`config.mk`:
```
export PLATFORM = sky130hd
export DESIGN_NAME = peri_spi_multi_flat
export DESIGN_NICKNAME = d
export VERILOG_FILES = /design/src/rtl/peri_spi_multi_if.sv /design/src/rtl/peri_spi_multi.sv /design/src/flat_wrapper.sv
export SDC_FILE = /design/constraint.sdc
export NUM_CORES = 1
export LEC_CHECK = 0
export BUFFER_PORTS_ARGS = -buffer_cell sky130_fd_sc_hd__buf_2
export CAP_MARGIN = 15
export CORE_UTILIZATION = 30
export DETAILED_ROUTE_END_ITERATION = 8
export GPL_ROUTABILITY_DRIVEN = 1
export HOLD_SLACK_MARGIN = 0.1
export SYNTH_ARGS = -nofsm -noshare
export SYNTH_HDL_FRONTEND = slang
export SYNTH_SLANG_ARGS = --single-unit
```
`constraint.sdc`:
```
create_clock -name clk_i -period 3.1 [get_ports clk_i]
set_input_delay 0.155 -clock clk_i [delete_from_list [all_inputs] [get_ports clk_i]]
set_output_delay 0.155 -clock clk_i [all_outputs]
set_load 0.05 [all_outputs]
```
`src/rtl/peri_spi_multi_if.sv`:
```
// -----------------------------------------------------------------------------
// peri_spi_multi_if
// Peripheral-bus interface for the multi-sensor SPI master.
//   we_i    : write enable, one cycle per write (master -> slave)
//   addr_i  : register select (master -> slave)
//   data_i  : write data (master -> slave)
//   data_o  : read data, combinational on addr_i (slave -> master)
// -----------------------------------------------------------------------------
interface peri_spi_multi_if;
   logic        we_i;
   logic [1:0]  addr_i;
   logic [31:0] data_i;
   logic [31:0] data_o;

   modport master (output we_i, output addr_i, output data_i, input data_o);
   modport slave  (input we_i, input addr_i, input data_i, output data_o);
endinterface

```
`src/rtl/peri_spi_multi.sv`:
```
// -----------------------------------------------------------------------------
// peri_spi_multi
// Memory-mapped SPI master (mode 0, MSB first) for external sensors.
// One command byte followed by 1..4 read bytes per frame, N_CS chip selects,
// programmable SCLK half-period and continuous auto-repeat with a sample count.
//
// Ports:
//   clk_i     : system clock
//   reset_ni  : asynchronous active-low reset
//   bus       : register bus (we_i, addr_i, data_i, data_o)
//   miso_i    : SPI MISO
//   sclk_o    : SPI clock (idle low)
//   mosi_o    : SPI MOSI
//   cs_no     : chip selects, active low
//   done_o    : mirror of STATUS.done (interrupt)
//
// Registers: 0 CTRL, 1 TX, 2 RX, 3 STATUS.
// -----------------------------------------------------------------------------
module peri_spi_multi #(
   parameter int unsigned N_CS    = 4,
   parameter int unsigned CLK_DIV = 2,
   parameter int unsigned GAP_CYC = 16
) (
   input  logic               clk_i,
   input  logic               reset_ni,
   peri_spi_multi_if.slave    bus,
   input  logic               miso_i,
   output logic               sclk_o,
   output logic               mosi_o,
   output logic [N_CS-1:0]    cs_no,
   output logic               done_o
);

   typedef enum logic [2:0] {
      ST_IDLE,
      ST_SETUP,
      ST_SHIFT,
      ST_HOLD,
      ST_DONE,
      ST_GAP
   } state_t;

   localparam logic [15:0] DIV_M1 = 16'(CLK_DIV - 1);
   localparam logic [15:0] GAP_M1 = 16'(GAP_CYC - 1);

   // Programmer-visible registers
   logic        cont;
   logic [3:0]  cs_sel;
   logic [1:0]  nb;
   logic [7:0]  tx;
   logic [31:0] rx;
   logic        done;
   logic [15:0] count;

   // Frame engine
   state_t      state;
   logic [1:0]  sh_nb;
   logic [7:0]  tx_sh;
   logic [31:0] rx_sh;
   logic [15:0] div_cnt;
   logic [15:0] gap_cnt;
   logic [5:0]  bit_cnt;
   logic [2:0]  nb_plus2;
   logic [5:0]  frame_bits_m1;

   logic        wr_ctrl;
   logic        wr_tx;
   logic        wr_stat;
   logic        start_req;
   logic [3:0]  sel_in;
   logic        busy;
   logic [31:0] rdata;
   logic        unused_bits;

   function automatic logic [3:0] clamp_sel(input logic [3:0] s);
      if (32'(s) >= N_CS) return 4'(N_CS - 1);
      return s;
   endfunction

   function automatic logic [N_CS-1:0] cs_mask(input logic [3:0] idx);
      logic [N_CS-1:0] m;
      m = '1;
      for (int unsigned i = 0; i < N_CS; i++) begin
         m[i] = (4'(i) != idx);
      end
      return m;
   endfunction

   function automatic logic [31:0] rx_mask(input logic [1:0] n);
      case (n)
         2'd0:    return 32'h0000_00FF;
         2'd1:    return 32'h0000_FFFF;
         2'd2:    return 32'h00FF_FFFF;
         default: return 32'hFFFF_FFFF;
      endcase
   endfunction

   assign wr_ctrl   = bus.we_i && (bus.addr_i == 2'd0);
   assign wr_tx     = bus.we_i && (bus.addr_i == 2'd1);
   assign wr_stat   = bus.we_i && (bus.addr_i == 2'd3);
   assign start_req = wr_ctrl && bus.data_i[0] && (state == ST_IDLE);
   assign sel_in    = clamp_sel(bus.data_i[7:4]);
   assign busy      = (state != ST_IDLE);
   assign done_o    = done;

   assign nb_plus2      = 3'(sh_nb) + 3'd2;
   assign frame_bits_m1 = {nb_plus2, 3'b000} - 6'd1;

   assign unused_bits = ^{bus.data_i[31:10], bus.data_i[3:2]};

   // ---------------------------------------------------------------- registers
   always_ff @(posedge clk_i or negedge reset_ni) begin
      if (!reset_ni) begin
         cont   <= 1'b0;
         cs_sel <= '0;
         nb     <= '0;
         tx     <= '0;
      end else begin
         if (wr_ctrl) begin
            cont   <= bus.data_i[1];
            cs_sel <= sel_in;
            nb     <= bus.data_i[9:8];
         end
         if (wr_tx) begin
            tx <= bus.data_i[7:0];
         end
      end
   end

   // ---------------------------------------------------------------- FSM
   // cs_no doubles as the chip-select shadow: it is loaded once per frame at
   // SETUP entry, so later CTRL writes cannot disturb a running frame.
   always_ff @(posedge clk_i or negedge reset_ni) begin
      if (!reset_ni) begin
         state   <= ST_IDLE;
         sh_nb   <= '0;
         tx_sh   <= '0;
         rx_sh   <= '0;
         div_cnt <= '0;
         gap_cnt <= '0;
         bit_cnt <= '0;
         sclk_o  <= 1'b0;
         mosi_o  <= 1'b0;
         cs_no   <= '1;
         rx      <= '0;
         done    <= 1'b0;
         count   <= '0;
      end else begin
         // Clear first so a DONE-cycle set below takes priority.
         if (wr_stat && bus.data_i[1]) begin
            done <= 1'b0;
         end

         case (state)
            ST_IDLE: begin
               if (start_req) begin
                  state   <= ST_SETUP;
                  sh_nb   <= bus.data_i[9:8];
                  tx_sh   <= tx;
                  rx_sh   <= '0;
                  div_cnt <= DIV_M1;
                  sclk_o  <= 1'b0;
                  mosi_o  <= tx[7];
                  cs_no   <= cs_mask(sel_in);
               end
            end

            ST_SETUP: begin
               if (div_cnt == '0) begin
                  state   <= ST_SHIFT;
                  div_cnt <= DIV_M1;
                  bit_cnt <= frame_bits_m1;
               end else begin
                  div_cnt <= div_cnt - 16'd1;
               end
            end

            ST_SHIFT: begin
               if (div_cnt != '0) begin
                  div_cnt <= div_cnt - 16'd1;
               end else begin
                  div_cnt <= DIV_M1;
                  if (!sclk_o) begin
                     // Rising edge: MISO captured on this very clock.
                     sclk_o <= 1'b1;
                     rx_sh  <= {rx_sh[30:0], miso_i};
                  end else begin
                     sclk_o <= 1'b0;
                     if (bit_cnt == '0) begin
                        state  <= ST_HOLD;
                        mosi_o <= 1'b0;
                     end else begin
                        bit_cnt <= bit_cnt - 6'd1;
                        tx_sh   <= {tx_sh[6:0], 1'b0};
                        mosi_o  <= tx_sh[6];
                     end
                  end
               end
            end

            ST_HOLD: begin
               if (div_cnt == '0) begin
                  state <= ST_DONE;
                  cs_no <= '1;
               end else begin
                  div_cnt <= div_cnt - 16'd1;
               end
            end

            ST_DONE: begin
               // Command-byte bits still sit above the read bytes for nb<3.
               rx    <= rx_sh & rx_mask(sh_nb);
               done  <= 1'b1;
               count <= count + 16'd1;
               if (cont) begin
                  state   <= ST_GAP;
                  gap_cnt <= GAP_M1;
               end else begin
                  state <= ST_IDLE;
               end
            end

            ST_GAP: begin
               if (gap_cnt == '0) begin
                  state   <= ST_SETUP;
                  sh_nb   <= nb;
                  tx_sh   <= tx;
                  rx_sh   <= '0;
                  div_cnt <= DIV_M1;
                  sclk_o  <= 1'b0;
                  mosi_o  <= tx[7];
                  cs_no   <= cs_mask(cs_sel);
               end else begin
                  gap_cnt <= gap_cnt - 16'd1;
               end
            end

            default: begin
               state  <= ST_IDLE;
               sclk_o <= 1'b0;
               mosi_o <= 1'b0;
               cs_no  <= '1;
            end
         endcase
      end
   end

   // ---------------------------------------------------------------- read mux
   always_comb begin
      rdata = '0;
      case (bus.addr_i)
         2'd0:    rdata = {22'd0, nb, cs_sel, 2'b00, cont, 1'b0};
         2'd1:    rdata = {24'd0, tx};
         2'd2:    rdata = rx;
         default: rdata = {count, 14'd0, done, busy};
      endcase
   end

   assign bus.data_o = rdata;

endmodule

```
`src/flat_wrapper.sv`:
```
// flat-port wrapper written by rule: the top's interface ports become plain ports
module peri_spi_multi_flat 
#(
   parameter int unsigned N_CS    = 4,
   parameter int unsigned CLK_DIV = 2,
   parameter int unsigned GAP_CYC = 16
)
  (clk_i, reset_ni, miso_i, sclk_o, mosi_o, cs_no, done_o, bus_we_i, bus_addr_i, bus_data_i, bus_data_o);
  peri_spi_multi_if bus_i ();
  input  logic clk_i;
  input  logic reset_ni;
  input  logic miso_i;
  output logic sclk_o;
  output logic mosi_o;
  output logic [N_CS-1:0] cs_no;
  output logic done_o;
  input wire logic [$bits(bus_i.we_i)-1:0] bus_we_i;
  input wire logic [$bits(bus_i.addr_i)-1:0] bus_addr_i;
  input wire logic [$bits(bus_i.data_i)-1:0] bus_data_i;
  output wire logic [$bits(bus_i.data_o)-1:0] bus_data_o;
  assign bus_i.we_i = bus_we_i;
  assign bus_i.addr_i = bus_addr_i;
  assign bus_i.data_i = bus_data_i;
  assign bus_data_o = bus_i.data_o;
  peri_spi_multi #(.N_CS(N_CS), .CLK_DIV(CLK_DIV), .GAP_CYC(GAP_CYC)) u_core (.clk_i(clk_i), .reset_ni(reset_ni), .bus(bus_i), .miso_i(miso_i), .sclk_o(sclk_o), .mosi_o(mosi_o), .cs_no(cs_no), .done_o(done_o));
endmodule
```
==> results of run 1 <==
-- where the power goes --
group,switching (uW),internal (uW)
Combinational,844,585
Sequential,364,2420
Clock,852,1240
-- critical path, stage by stage, from the launching register on --
cell                      delay, ns
sky130_fd_sc_hd__dfrtp_1       0.43
sky130_fd_sc_hd__inv_1         0.08
sky130_fd_sc_hd__ha_1          0.18
sky130_fd_sc_hd__nor3b_1       0.38
sky130_fd_sc_hd__nand4_2       0.24
sky130_fd_sc_hd__a21o_1        0.35
sky130_fd_sc_hd__buf_4         0.25
sky130_fd_sc_hd__or4_1         0.50
sky130_fd_sc_hd__a21oi_1       0.15
-- synthesized netlist by cell type, types with 15 or more instances --
| cell type | instances |
|---|---|
| sky130_fd_sc_hd__dfrtp_1 | 148 |
| sky130_fd_sc_hd__nand2_1 | 115 |
| sky130_fd_sc_hd__mux2i_1 | 56 |
| sky130_fd_sc_hd__inv_1 | 46 |
| sky130_fd_sc_hd__a21oi_1 | 32 |
| sky130_fd_sc_hd__mux2_2 | 31 |
| sky130_fd_sc_hd__nor2_1 | 31 |
| sky130_fd_sc_hd__nand3_1 | 30 |
| sky130_fd_sc_hd__o31ai_1 | 26 |
| sky130_fd_sc_hd__nor2b_1 | 25 |
| sky130_fd_sc_hd__o21ai_0 | 23 |
| sky130_fd_sc_hd__xnor2_1 | 21 |
| sky130_fd_sc_hd__clkbuf_1 | 18 |
| sky130_fd_sc_hd__or3_1 | 17 |
| sky130_fd_sc_hd__or4_1 | 15 |
-- stage by stage --
step	power, uW	cell area, sq um	hold slack (ns)
6_report	6300	9200	0.116
5_1_grt	6680	9200	0.148
4_1_cts	6370	9200	0.102
3_5_place_dp	4240	8470	0.156
3_3_place_gp	4210	8470	0.153
2_1_floorplan	3830	7860	-0.141
-- cells by family after synthesis --
family	synth area share, %
AO/OA/AOI/OAI	10.5
XOR/XNOR	2.79
adder cells (fa/ha/maj)	1.27
buffers and inverters	5.40
flip-flops	48.5
multiplexers	11.9
AND/OR/NAND/NOR	19.8
-- area by class of cell --
class / count / share of cell area (%)
sequential: 152 / 41.4
clock buffer: 19 / 4.92
multi-input combinational: 537 / 39.5
inverter: 46 / 1.88
timing repair buffer: 86 / 6.27
tap: 330 / 4.49
clock inverter: 12 / 1.54
-- per-layer routing --
layer | track usage [%] | vias to the layer above
li1 | - | 2867
met1 | 18.7 | 2827
met2 | 22.6 | 75
met3 | 2.70 | 4
met4 | 3.79 | 0
met5 | 0 | -
-- worst min-delay path by stage --
stage / start / to / slack, ns / depth (start not counted)
after CTS: bus_we_i / u_core.done_o / 0.10 / 4
final: bus_we_i / u_core.done_o / 0.12 / 4
after global placement: reset_ni / u_core.gap_cnt[9] / 0.15 / 1
after global routing: bus_we_i / u_core.done_o / 0.15 / 4
after detailed placement: reset_ni / u_core.gap_cnt[8] / 0.16 / 1
after floorplan: reset_ni / u_core.bit_cnt[0] / -0.14 / 0
-- sequential cells by signal, indices dropped and copies added (netlist names) --
| signal | cells |
|---|---|
| u_core.bit_cnt | 6 |
| u_core.cont | 1 |
| u_core.count | 16 |
| u_core.cs_no | 4 |
| u_core.cs_sel | 4 |
| u_core.div_cnt | 16 |
| u_core.done_o | 1 |
| u_core.gap_cnt | 16 |
| u_core.mosi_o | 1 |
| u_core.nb | 2 |
| u_core.rx | 32 |
| u_core.rx_sh | 32 |
| u_core.sclk_o | 1 |
| u_core.sh_nb | 2 |
| u_core.state | 3 |
| u_core.tx | 8 |
| u_core.tx_sh | 7 |
-- repair_timing --
action | in CTS | in global routing
hold buffers | 14 | 0
endpoints found under the hold margin | 71 | 0
endpoints found under the setup margin | 0 | 0
==> tab_implementation.tex, run 1 <==
\begin{tabular}{lr}
\hline
Metric & Value \\
\hline
\multicolumn{2}{l}{\textbf{Run status}} \\
Run status & complete, no violations \\
\multicolumn{2}{l}{\textbf{Routing}} \\
Via/cell ratio & 4.88 \\
Count of unresolved DRC violations after routing & 0 \\
Count of nets left with antenna violations after detail routing & 0 \\
Pre-antenna DRT Iters & 4 \\
Total number of vias & roughly 5800 \\
Met2 wire len & 8290 microns \\
Met1 layer wirelength in the final routing & between 8000 and 9000 microns \\
Wire length reported by the detailed router & about 17000 microns \\
Met3 routed wirelength & 526 microns \\
Average detailed-routed wire length per instance & 14.8 microns \\
Number of DRC violations after detailed-routing iteration 0 & 352 \\
Top routing layer in use & met4 \\
\multicolumn{2}{l}{\textbf{Place}} \\
Routability cong. & roughly 0.8 \\
Placed Cells incl. Taps & about 1100 \\
Placement-stage worst setup slack & between 0.4 and 0.5 ns \\
\# port buffers & 54 \\
Hpwl dp & approximately 12000 microns \\
\multicolumn{2}{l}{\textbf{Worst hold path}} \\
Hold Path Class & input port to flop \\
\multicolumn{2}{l}{\textbf{STA}} \\
Final setup vio count & 0 \\
Max Fclk & $\sim$0.38 GHz \\
Number of pins with negative max-slew slack in the final report & 0 \\
Minimum setup slack in the final design & between 0.4 and 0.5 ns \\
Setup repair after global routing missed its margin & false \\
Final cycle utilization of the critical path & roughly 85\% \\
Setup TNS & 0 ns \\
Fin. Hold Viols & 0 \\
Shortest clock period the worst path allows after layout & approximately 2.6 ns \\
Worst-margin pin slew & slightly above 0.7 ns \\
Clk\_skew & 0.0108 ns \\
Tightest slew margin relative to the limit & between 50\% and 60\% \\
\multicolumn{2}{l}{\textbf{Run}} \\
Count of maximum capacitance violations & 0 \\
\multicolumn{2}{l}{\textbf{Synth}} \\
Synth async-reset ratio & between 90\% and 100\% \\
Flip-flop and latch count after synthesis & approximately 150 \\
Yosys warning total & 0 \\
Cell types with the largest area share after synthesis & sky130\_fd\_sc\_hd\_\_dfrtp\_1 47\%, sky130\_fd\_sc\_hd\_\_mux2i\_1 7.1\%, sky130\_fd\_sc\_hd\_\_nand2\_1 5.5\%, sky130\_fd\_sc\_hd\_\_mux2\_2 4.4\%, sky130\_fd\_sc\_hd\_\_o31ai\_1 2.5\% \\
Mean area per synthesized cell & slightly above 10 sq um \\
Post-Syn Instances & slightly below 800 \\
Cell variety after synth & 68 \\
Main flop type after synthesis & sky130\_fd\_sc\_hd\_\_dfrtp\_1 \\
Count of flip-flops with a built-in enable after synthesis & 0 \\
Sequential-to-total area share from yosys stat & between 40\% and 50\% \\
Total nets after synthesis & $\sim$800 \\
Library cell occupying the most area in the post-synthesis netlist & sky130\_fd\_sc\_hd\_\_dfrtp\_1 \\
Top-area cell type share of the netlist area & roughly 47\% \\
Combined area of all synthesized cells & around 8000 sq um \\
\multicolumn{2}{l}{\textbf{Floorplan}} \\
DIE AREA & between 20000 and 30000 sq um \\
Die height & about 160 microns \\
Die span in x & 164 microns \\
Effective utilization at floorplan & between 30\% and 40\% \\
Number of rows in the core area & 58 \\
Floorplan Core Area & around 25000 sq um \\
Number of ports placed on the die boundary & just under 80 \\
\multicolumn{2}{l}{\textbf{CTS}} \\
Number of gates given a new drive strength after cts & 0 \\
Number of buffers inserted during clock tree synthesis & 17 \\
Buffer cell driving the clock tree root & sky130\_fd\_sc\_hd\_\_clkbuf\_16 \\
TritonCTS clock tree & built \\
Number of setup buffers added after CTS & 0 \\
CTS clock-pin slew for the worst setup and hold paths & approximately 0.06 ns \\
Sinks on Clock Net & 152 \\
CTS max path bufs & 2 \\
H-tree depth reported by CTS & 4 \\
Source-to-sink clock delay at the later pin of the worst-skew pair & around 0.42 ns \\
\multicolumn{2}{l}{\textbf{Power}} \\
Leakage power & 0.00405 uW \\
Cell area power density & 685 nW/um\^{}2 \\
Worst IR Drop VDD & 0.439 mV \\
\multicolumn{2}{l}{\textbf{Final layout}} \\
Utilization after layout & 36.1\% \\
Fraction of layout cells with a size suffix above 1 & 18.8\% \\
Synthesis-to-layout area growth & 17.0\% \\
Cell Count, Final, Fillers Out & 1182 \\
Commonest cells after routing, fill and taps aside & 148 x sky130\_fd\_sc\_hd\_\_dfrtp\_1, 114 x sky130\_fd\_sc\_hd\_\_nand2\_1, 56 x sky130\_fd\_sc\_hd\_\_mux2i\_1, 53 x sky130\_fd\_sc\_hd\_\_buf\_2, 46 x sky130\_fd\_sc\_hd\_\_inv\_1 \\
Number of diodes & 0 \\
Area occupied by multi-input gates & about 3600 sq um \\
Fill count & approximately 2500 \\
Final nets & roughly 890 \\
Most frequent standard cell in the layout excluding fill and tap cells & sky130\_fd\_sc\_hd\_\_dfrtp\_1 \\
Register cell area after layout & approximately 3800 sq um \\
\multicolumn{2}{l}{\textbf{Critical path}} \\
R2R setup slack & $\sim$0.45 ns \\
Category of the critical setup timing path & flop to flop \\
Reg2Reg Depth & 8 \\
Launch instance of the worst register-to-register path & u\_core.gap\_cnt[0] \\
Crit path launch & u\_core.gap\_cnt[0] \\
Worst Setup End Kind & flop \\
Reg-to-reg endpoint & u\_core.div\_cnt[11] \\
Startpoint class of the critical path & flop \\
Worst path required time & 3.44 ns \\
Data arrival, critical path & 2.98 ns \\
Highest net fanout along the worst path & 18 \\
Critical path destination & u\_core.div\_cnt[11] \\
\multicolumn{2}{l}{\textbf{Global routing}} \\
Antenna violations before repair & 0 \\
Wire length of the first global-routing pass & between 20000 and 30000 microns \\
Overall track demand over capacity in global routing & between 10 and 15\% \\
GR Overflow Total & 0 \\
Pin count of the biggest net entering global routing & 58 \\
Via count of the first global-routing pass & about 5700 \\
\hline
\end{tabular}
(Power assumes the default switching activity.)
==> run 2, diff against run 1 <==
--- a/config.mk
+++ b/config.mk
@@ -7,10 +7,12 @@
 export LEC_CHECK = 0
 export BUFFER_PORTS_ARGS = -buffer_cell sky130_fd_sc_hd__buf_2
 export CAP_MARGIN = 15
-export CORE_UTILIZATION = 30
+export CORE_ASPECT_RATIO = 0.5
+export CORE_UTILIZATION = 50
 export DETAILED_ROUTE_END_ITERATION = 8
 export GPL_ROUTABILITY_DRIVEN = 1
 export HOLD_SLACK_MARGIN = 0.1
+export PLACE_DENSITY = 0.69
 export SYNTH_ARGS = -nofsm -noshare
 export SYNTH_HDL_FRONTEND = slang
 export SYNTH_SLANG_ARGS = --single-unit
==> run 2 against run 1 <==
Against the previous run:
- design area down 2.1%
- largest power group unchanged
- register-to-register slack barely moved
- critical path depth did not move
- largest cell class unchanged
- clock power grew 4%
- global-route usage is 8.9 points higher
- maximum frequency about the same
- via count is 2.1% higher
- hold slack gained 0.077 ns
- die area fell by 39%
- routed wire length is 3.0% lower
==> tab_implementation.tex, run 2 (synthesized netlist as in run 1, its figures left out) <==
\begin{tabular}{lr}
\hline
Metric & Value \\
\hline
\multicolumn{2}{l}{\textbf{Run status}} \\
Run status & complete, no violations (unchanged) \\
\multicolumn{2}{l}{\textbf{Critical path}} \\
Reg2Reg Depth & 8 (unchanged) \\
Launch instance of the worst register-to-register path & u\_core.gap\_cnt[0] (unchanged) \\
Worst path required time & 3.45 ns (was 3.44 ns) \\
Startpoint class of the critical path & flop (unchanged) \\
Reg-to-reg endpoint & u\_core.div\_cnt[8] (was u\_core.div\_cnt[11]) \\
Category of the critical setup timing path & flop to flop (unchanged) \\
Worst Setup End Kind & flop (unchanged) \\
Data arrival, critical path & 3.00 ns (was 2.98 ns) \\
R2R setup slack & 0.45 ns (about the same) \\
Highest net fanout along the worst path & 23 (was 18) \\
\multicolumn{2}{l}{\textbf{CTS}} \\
CTS max path bufs & 2 (unchanged) \\
TritonCTS clock tree & built (unchanged) \\
Number of setup buffers added after CTS & 0 (unchanged) \\
Source-to-sink clock delay at the later pin of the worst-skew pair & 0.43 ns (was 0.42 ns) \\
Number of gates given a new drive strength after cts & 0 (unchanged) \\
Number of buffers inserted during clock tree synthesis & 17 (unchanged) \\
Sinks on Clock Net & 152 (unchanged) \\
H-tree depth reported by CTS & 4 (unchanged) \\
Buffer cell driving the clock tree root & sky130\_fd\_sc\_hd\_\_clkbuf\_16 (unchanged) \\
CTS clock-pin slew for the worst setup and hold paths & 0.06 ns (about the same) \\
\multicolumn{2}{l}{\textbf{STA}} \\
Number of pins with negative max-slew slack in the final report & 0 (unchanged) \\
Clk\_skew & 0.0121 ns (was 0.0108 ns) \\
Max Fclk & 0.378 GHz (about the same) \\
Tightest slew margin relative to the limit & 55.7\% (was 52.8\%) \\
Fin. Hold Viols & 0 (unchanged) \\
Final setup vio count & 0 (unchanged) \\
Final cycle utilization of the critical path & 85.4\% (about the same) \\
Setup TNS & 0 ns (unchanged) \\
Minimum setup slack in the final design & 0.452 ns (was 0.453 ns) \\
Setup repair after global routing missed its margin & false (unchanged) \\
Shortest clock period the worst path allows after layout & 2.65 ns (about the same) \\
Worst-margin pin slew & 0.665 ns (was 0.709 ns) \\
\multicolumn{2}{l}{\textbf{Final layout}} \\
Synthesis-to-layout area growth & 14.6\% (was 17.0\%) \\
Most frequent standard cell in the layout excluding fill and tap cells & sky130\_fd\_sc\_hd\_\_dfrtp\_1 (unchanged) \\
Register cell area after layout & 3810 sq um (unchanged) \\
Largest registers & u\_core.rx (32), u\_core.rx\_sh (32) (unchanged) \\
Utilization after layout & 60.5\% (was 36.1\%) \\
Fraction of layout cells with a size suffix above 1 & 18.2\% (was 18.8\%) \\
Fill count & 1266 (was 2514) \\
Number of diodes & 0 (unchanged) \\
Final nets & 880 (was 886) \\
Commonest cells after routing, fill and taps aside & 148 x sky130\_fd\_sc\_hd\_\_dfrtp\_1, 115 x sky130\_fd\_sc\_hd\_\_nand2\_1, 56 x sky130\_fd\_sc\_hd\_\_mux2i\_1, 53 x sky130\_fd\_sc\_hd\_\_buf\_2, 46 x sky130\_fd\_sc\_hd\_\_inv\_1 (was 148 x sky130\_fd\_sc\_hd\_\_dfrtp\_1, 114 x sky130\_fd\_sc\_hd\_\_nand2\_1, 56 x sky130\_fd\_sc\_hd\_\_mux2i\_1, 53 x sky130\_fd\_sc\_hd\_\_buf\_2, 46 x sky130\_fd\_sc\_hd\_\_inv\_1) \\
Area occupied by multi-input gates & 3630 sq um (about the same) \\
\multicolumn{2}{l}{\textbf{Power}} \\
Relative contribution of combinational cells to total power & 22.0\% (was 22.7\%) \\
Net switching fraction of the power & 33.0\% (was 32.7\%) \\
Overall Power & 6400 uW (was 6300 uW) \\
Worst IR Drop VDD & 0.443 mV (was 0.439 mV) \\
Cell area power density & 711 nW/um\^{}2 (was 685 nW/um\^{}2) \\
Internal portion of total power & 4290 uW (was 4240 uW) \\
Net Switching & 2110 uW (was 2060 uW) \\
Clock network fraction of total power & 34.1\% (was 33.1\%) \\
Leakage power & 0.00402 uW (was 0.00405 uW) \\
Fraction of power consumed by sequential logic & 43.9\% (was 44.2\%) \\
\multicolumn{2}{l}{\textbf{Routing}} \\
Count of unresolved DRC violations after routing & 0 (unchanged) \\
Via/cell ratio & 5.64 (was 4.88) \\
Count of nets left with antenna violations after detail routing & 0 (unchanged) \\
Number of DRC violations after detailed-routing iteration 0 & 394 (was 352) \\
Wire length reported by the detailed router & 17000 microns (was 17500 microns) \\
Total number of vias & 5894 (was 5773) \\
Average detailed-routed wire length per instance & 16.2 microns (was 14.8 microns) \\
Pre-antenna DRT Iters & 5 (was 4) \\
\multicolumn{2}{l}{\textbf{Place}} \\
Routability cong. & 0.846 (was 0.783) \\
\# port buffers & 54 (unchanged) \\
Hpwl dp & 11100 microns (was 12000 microns) \\
Placement-stage worst setup slack & 0.471 ns (was 0.498 ns) \\
\multicolumn{2}{l}{\textbf{Worst hold path}} \\
Hold Path Class & input port to asynchronous set/reset pin (was input port to flop) \\
\multicolumn{2}{l}{\textbf{Global routing}} \\
Overall track demand over capacity in global routing & 22.7\% (was 13.9\%) \\
Wire length of the first global-routing pass & 29000 microns (was 29400 microns) \\
Antenna violations before repair & 0 (unchanged) \\
Via count of the first global-routing pass & 5771 (was 5676) \\
GR Overflow Total & 0 (unchanged) \\
Pin count of the biggest net entering global routing & 79 (was 58) \\
\multicolumn{2}{l}{\textbf{Floorplan}} \\
Floorplan Core Area & 14900 sq um (was 25500 sq um) \\
DIE AREA & 16300 sq um (was 26900 sq um) \\
Number of rows in the core area & 31 (was 58) \\
Die height & 90.7 microns (was 164 microns) \\
Die span in x & 179 microns (was 164 microns) \\
Number of ports placed on the die boundary & 77 (unchanged) \\
Effective utilization at floorplan & 52.8\% (was 30.9\%) \\
\multicolumn{2}{l}{\textbf{Run}} \\
Count of maximum capacitance violations & 0 (unchanged) \\
\hline
\end{tabular}
## run 2: changes by cell type in the layout (fill, tap and decap cells not counted), sizes merged, moves of 2 or more
| cell | before | now |
|---|---|---|
| clkinvlp | 2 | 4 |
| clkinv | 4 | 1 |
| buf | 72 | 67 |
| inv | 50 | 52 |
## run 2: what timing repair did
| action | 4_1_cts | 5_1_grt |
|---|---|---|
| hold endpoints to repair | 126 | 0 |
| hold buffers | 13 | 0 |
| endpoints found under the setup margin | 0 | 0 |
## run 2: cell type report
cell class              count  share of cell area, %
multi-input cells         537                   40.3
flip-flops and latches    152                   42.3
clock inverters            14                   2.07
repair buffers             80                   5.88
inverters                  46                   1.92
clock buffers              18                   4.77
well taps                 198                   2.75
## run 2: worst max-delay path, stage by stage (launching register included)
cell and delay (ns):
sky130_fd_sc_hd__dfrtp_1 0.43, sky130_fd_sc_hd__inv_1 0.08, sky130_fd_sc_hd__ha_1 0.18, sky130_fd_sc_hd__nor3b_1 0.35
sky130_fd_sc_hd__nand4_2 0.24, sky130_fd_sc_hd__a21o_1 0.35, sky130_fd_sc_hd__buf_4 0.26, sky130_fd_sc_hd__or4_1 0.52
sky130_fd_sc_hd__a21oi_1 0.16
## run 2: power groups by stage
stage               clock network, uW  registers (uW)  logic (uW)
finish                           2180            2810        1410
global route                     2300            2880        1570
CTS                              2210            2800        1410
detailed placement                  0            2830        1390
global placement                    0            2820        1350
floorplan                           0            2840         995
## run 2: routing by layer
layer	global-route usage [%]	vias up	part of all wire [%]
met4	6.86	0	1.4
met3	4.59	28	3.6
met1	33.4	2895	50
met5	0	-	0
met2	33.8	116	45
li1	-	2855	-
## run 2: worst max-delay path by stage
| stage | to | cells after the start | startpoint |
|---|---|---|---|
| after floorplan | u_core.tx_sh[0] | 8 | u_core.gap_cnt[0] |
| after global placement | u_core.div_cnt[15] | 8 | u_core.gap_cnt[0] |
| after detailed placement | u_core.div_cnt[8] | 8 | u_core.gap_cnt[0] |
| after CTS | u_core.div_cnt[8] | 8 | u_core.gap_cnt[0] |
| after global routing | u_core.div_cnt[9] | 8 | u_core.gap_cnt[0] |
| final | u_core.div_cnt[8] | 8 | u_core.gap_cnt[0] |
## run 2: through the flow
step,instance area [sq um],instances,hold WS (ns)
floorplan,7860,776,-0.141
global placement,8260,1000,0.0862
detailed placement,8260,1000,0.0852
CTS,9010,1045,0.195
global route,9010,1045,0.217
finish,9010,1045,0.193
==> run 3, diff against run 2 <==
--- a/config.mk
+++ b/config.mk
@@ -8,11 +8,10 @@
 export BUFFER_PORTS_ARGS = -buffer_cell sky130_fd_sc_hd__buf_2
 export CAP_MARGIN = 15
 export CORE_ASPECT_RATIO = 0.5
-export CORE_UTILIZATION = 50
+export CORE_UTILIZATION = 27
 export DETAILED_ROUTE_END_ITERATION = 8
 export GPL_ROUTABILITY_DRIVEN = 1
 export HOLD_SLACK_MARGIN = 0.1
-export PLACE_DENSITY = 0.69
 export SYNTH_ARGS = -nofsm -noshare
 export SYNTH_HDL_FRONTEND = slang
 export SYNTH_SLANG_ARGS = --single-unit
==> run 3 against run 2 <==
Against the previous run:
- sequential cell count unchanged
- sequential share of layout area shrank 1.0 points
- design area rose by 2.5%
- worst setup slack better by 0.047 ns
- clock skew rose by 0.0022 ns
- clock power is 9% lower
- utilization is 28 points lower
- routed wire length grew 3.4%
- via count fell by 0.58%
- non-clock buffer count up 7
==> tab_implementation.tex, run 3 (synthesized netlist as in run 1, its figures left out) <==
\begin{tabular}{lr}
\hline
Metric & Value \\
\hline
\multicolumn{2}{l}{\textbf{Run status}} \\
Run status & complete, no violations (unchanged) \\
\multicolumn{2}{l}{\textbf{CTS}} \\
TritonCTS clock tree & built (unchanged) \\
H-tree depth reported by CTS & 4 (unchanged) \\
CTS max path bufs & 2 (unchanged) \\
Number of gates given a new drive strength after cts & 0 (unchanged) \\
Buffer cell driving the clock tree root & sky130\_fd\_sc\_hd\_\_clkbuf\_16 (unchanged) \\
CTS clock-pin slew for the worst setup and hold paths & 0.06 ns (about the same) \\
Hold-fix buffers at CTS & 13 (unchanged) \\
Number of setup buffers added after CTS & 0 (unchanged) \\
Sinks on Clock Net & 152 (unchanged) \\
Number of buffers inserted during clock tree synthesis & 17 (unchanged) \\
Source-to-sink clock delay at the later pin of the worst-skew pair & 0.42 ns (was 0.43 ns) \\
\multicolumn{2}{l}{\textbf{Power}} \\
Overall Power & 6210 uW (was 6400 uW) \\
Cell area power density & 673 nW/um\^{}2 (was 711 nW/um\^{}2) \\
Leakage power & 0.00404 uW (was 0.00402 uW) \\
Worst IR Drop VDD & 0.334 mV (was 0.443 mV) \\
\multicolumn{2}{l}{\textbf{Worst hold path}} \\
Hold Path Class & input port to flop (was input port to asynchronous set/reset pin) \\
\multicolumn{2}{l}{\textbf{Critical path}} \\
Data arrival, critical path & 2.94 ns (was 3.00 ns) \\
Highest net fanout along the worst path & 23 (unchanged) \\
Worst Setup End Kind & flop (unchanged) \\
Category of the critical setup timing path & flop to flop (unchanged) \\
Worst path required time & 3.44 ns (was 3.45 ns) \\
Startpoint class of the critical path & flop (unchanged) \\
\multicolumn{2}{l}{\textbf{Place}} \\
Placed Cells incl. Taps & 1191 (was 1000) \\
Routability cong. & 0.816 (was 0.846) \\
Hpwl dp & 12100 microns (was 11100 microns) \\
\# port buffers & 54 (unchanged) \\
\multicolumn{2}{l}{\textbf{STA}} \\
Setup repair after global routing missed its margin & false (unchanged) \\
Worst-margin pin slew & 0.719 ns (was 0.665 ns) \\
Clk\_skew & 0.0143 ns (was 0.0121 ns) \\
Max Fclk & 0.384 GHz (was 0.378 GHz) \\
Final cycle utilization of the critical path & 83.9\% (was 85.4\%) \\
Number of pins with negative max-slew slack in the final report & 0 (unchanged) \\
Setup TNS & 0 ns (unchanged) \\
Shortest clock period the worst path allows after layout & 2.60 ns (was 2.65 ns) \\
Fin. Hold Viols & 0 (unchanged) \\
Final setup vio count & 0 (unchanged) \\
Tightest slew margin relative to the limit & 51.6\% (was 55.7\%) \\
Worst hold slack after final layout & 0.194 ns (was 0.193 ns) \\
\multicolumn{2}{l}{\textbf{Floorplan}} \\
DIE AREA & 29800 sq um (was 16300 sq um) \\
Die span in x & 243 microns (was 179 microns) \\
Number of rows in the core area & 43 (was 31) \\
Effective utilization at floorplan & 27.9\% (was 52.8\%) \\
Die height & 123 microns (was 90.7 microns) \\
Number of ports placed on the die boundary & 77 (unchanged) \\
Floorplan Core Area & 28100 sq um (was 14900 sq um) \\
\multicolumn{2}{l}{\textbf{Routing}} \\
Number of DRC violations after detailed-routing iteration 0 & 437 (was 394) \\
Wire length reported by the detailed router & 17500 microns (was 17000 microns) \\
Count of unresolved DRC violations after routing & 0 (unchanged) \\
Via/cell ratio & 4.74 (was 5.64) \\
Count of nets left with antenna violations after detail routing & 0 (unchanged) \\
Pre-antenna DRT Iters & 5 (unchanged) \\
Total number of vias & 5860 (was 5894) \\
Average detailed-routed wire length per instance & 14.2 microns (was 16.2 microns) \\
\multicolumn{2}{l}{\textbf{Global routing}} \\
Antenna violations before repair & 0 (unchanged) \\
GR Overflow Total & 0 (unchanged) \\
Pin count of the biggest net entering global routing & 76 (was 79) \\
Overall track demand over capacity in global routing & 12.2\% (was 22.7\%) \\
Wire length of the first global-routing pass & 29400 microns (was 29000 microns) \\
Via count of the first global-routing pass & 5681 (was 5771) \\
\multicolumn{2}{l}{\textbf{Final layout}} \\
Fraction of layout cells with a size suffix above 1 & 18.9\% (was 18.2\%) \\
Fill count & 2819 (was 1266) \\
Commonest cells after routing, fill and taps aside & 148 x sky130\_fd\_sc\_hd\_\_dfrtp\_1, 115 x sky130\_fd\_sc\_hd\_\_nand2\_1, 56 x sky130\_fd\_sc\_hd\_\_mux2i\_1, 53 x sky130\_fd\_sc\_hd\_\_buf\_2, 46 x sky130\_fd\_sc\_hd\_\_inv\_1 (unchanged) \\
Final nets & 887 (was 880) \\
Cell Count, Final, Fillers Out & 1235 (was 1045) \\
Largest registers & u\_core.rx (32), u\_core.rx\_sh (32) (unchanged) \\
Synthesis-to-layout area growth & 17.4\% (was 14.6\%) \\
Number of diodes & 0 (unchanged) \\
Utilization after layout & 32.8\% (was 60.5\%) \\
Most frequent standard cell in the layout excluding fill and tap cells & sky130\_fd\_sc\_hd\_\_dfrtp\_1 (unchanged) \\
\multicolumn{2}{l}{\textbf{Run}} \\
Count of maximum capacitance violations & 0 (unchanged) \\
\hline
\end{tabular}
-- run 3: cell types whose count changed in the layout (fill, tap and decap cells not counted), sizes merged --
cell / change
buf: +7
bufinv: -2
clkbuf: -1
clkinv: +5
clkinvlp: -3
-- run 3: worst paths after layout --
check,start,slack (ns),depth (start not counted),to
worst max register to register,u_core.gap_cnt[0],0.50,8,u_core.div_cnt[8]
worst min-delay path,bus_addr_i[0],0.19,4,u_core.cs_sel[2]
max in group asynchronous,reset_ni,1.89,3,u_core.cs_no[3]
worst max-delay path,u_core.gap_cnt[0],0.50,8,u_core.div_cnt[8]
min in group asynchronous,reset_ni,0.31,2,u_core.rx[2]
worst min register to register,u_core.rx[18],0.46,2,u_core.rx[18]
-- run 3: metrics by stage --
| step | cell area, sq um | worst slack, ns |
|---|---|---|
| final | 9230 | 0.499 |
| after global routing | 9230 | 0.319 |
| after floorplan | 7860 | 0.854 |
| after global placement | 8530 | 0.550 |
| after CTS | 9230 | 0.493 |
| after detailed placement | 8530 | 0.517 |
-- run 3: area by class of cell --
| cell class | count | area (sq um) | area share [%] |
|---|---|---|---|
| Inverter | 46 | 173 | 1.87 |
| Tap cell | 382 | 478 | 5.18 |
| Clock buffer | 17 | 425 | 4.61 |
| Clock inverter | 14 | 141 | 1.53 |
| Sequential cell | 152 | 3810 | 41.3 |
| Timing Repair Buffer | 87 | 569 | 6.17 |
| Multi-Input combinational cell | 537 | 3630 | 39.4 |
-- run 3: power breakdown --
group	internal, uW	switching (uW)
registers	2420	361
clock network	1120	871
logic	583	853
total	4130	2090
-- run 3: critical path: stages, from the launching register on --
cell and delay, ns:
sky130_fd_sc_hd__dfrtp_1 0.42, sky130_fd_sc_hd__inv_1 0.07, sky130_fd_sc_hd__ha_1 0.18, sky130_fd_sc_hd__nor3b_1 0.34, sky130_fd_sc_hd__nand4_2 0.23, sky130_fd_sc_hd__a21o_1 0.35
sky130_fd_sc_hd__buf_4 0.26, sky130_fd_sc_hd__or4_1 0.51, sky130_fd_sc_hd__a21oi_1 0.16
-- run 3: routing by layer --
metal / routed length (microns) / track usage [%] / up-vias
met5: 0 / 0 / -
met4: 193 / 4.21 / 0
met3: 577 / 2.27 / 13
met2: 8190 / 19.3 / 106
met1: 8580 / 16.7 / 2883
li1: - / - / 2858
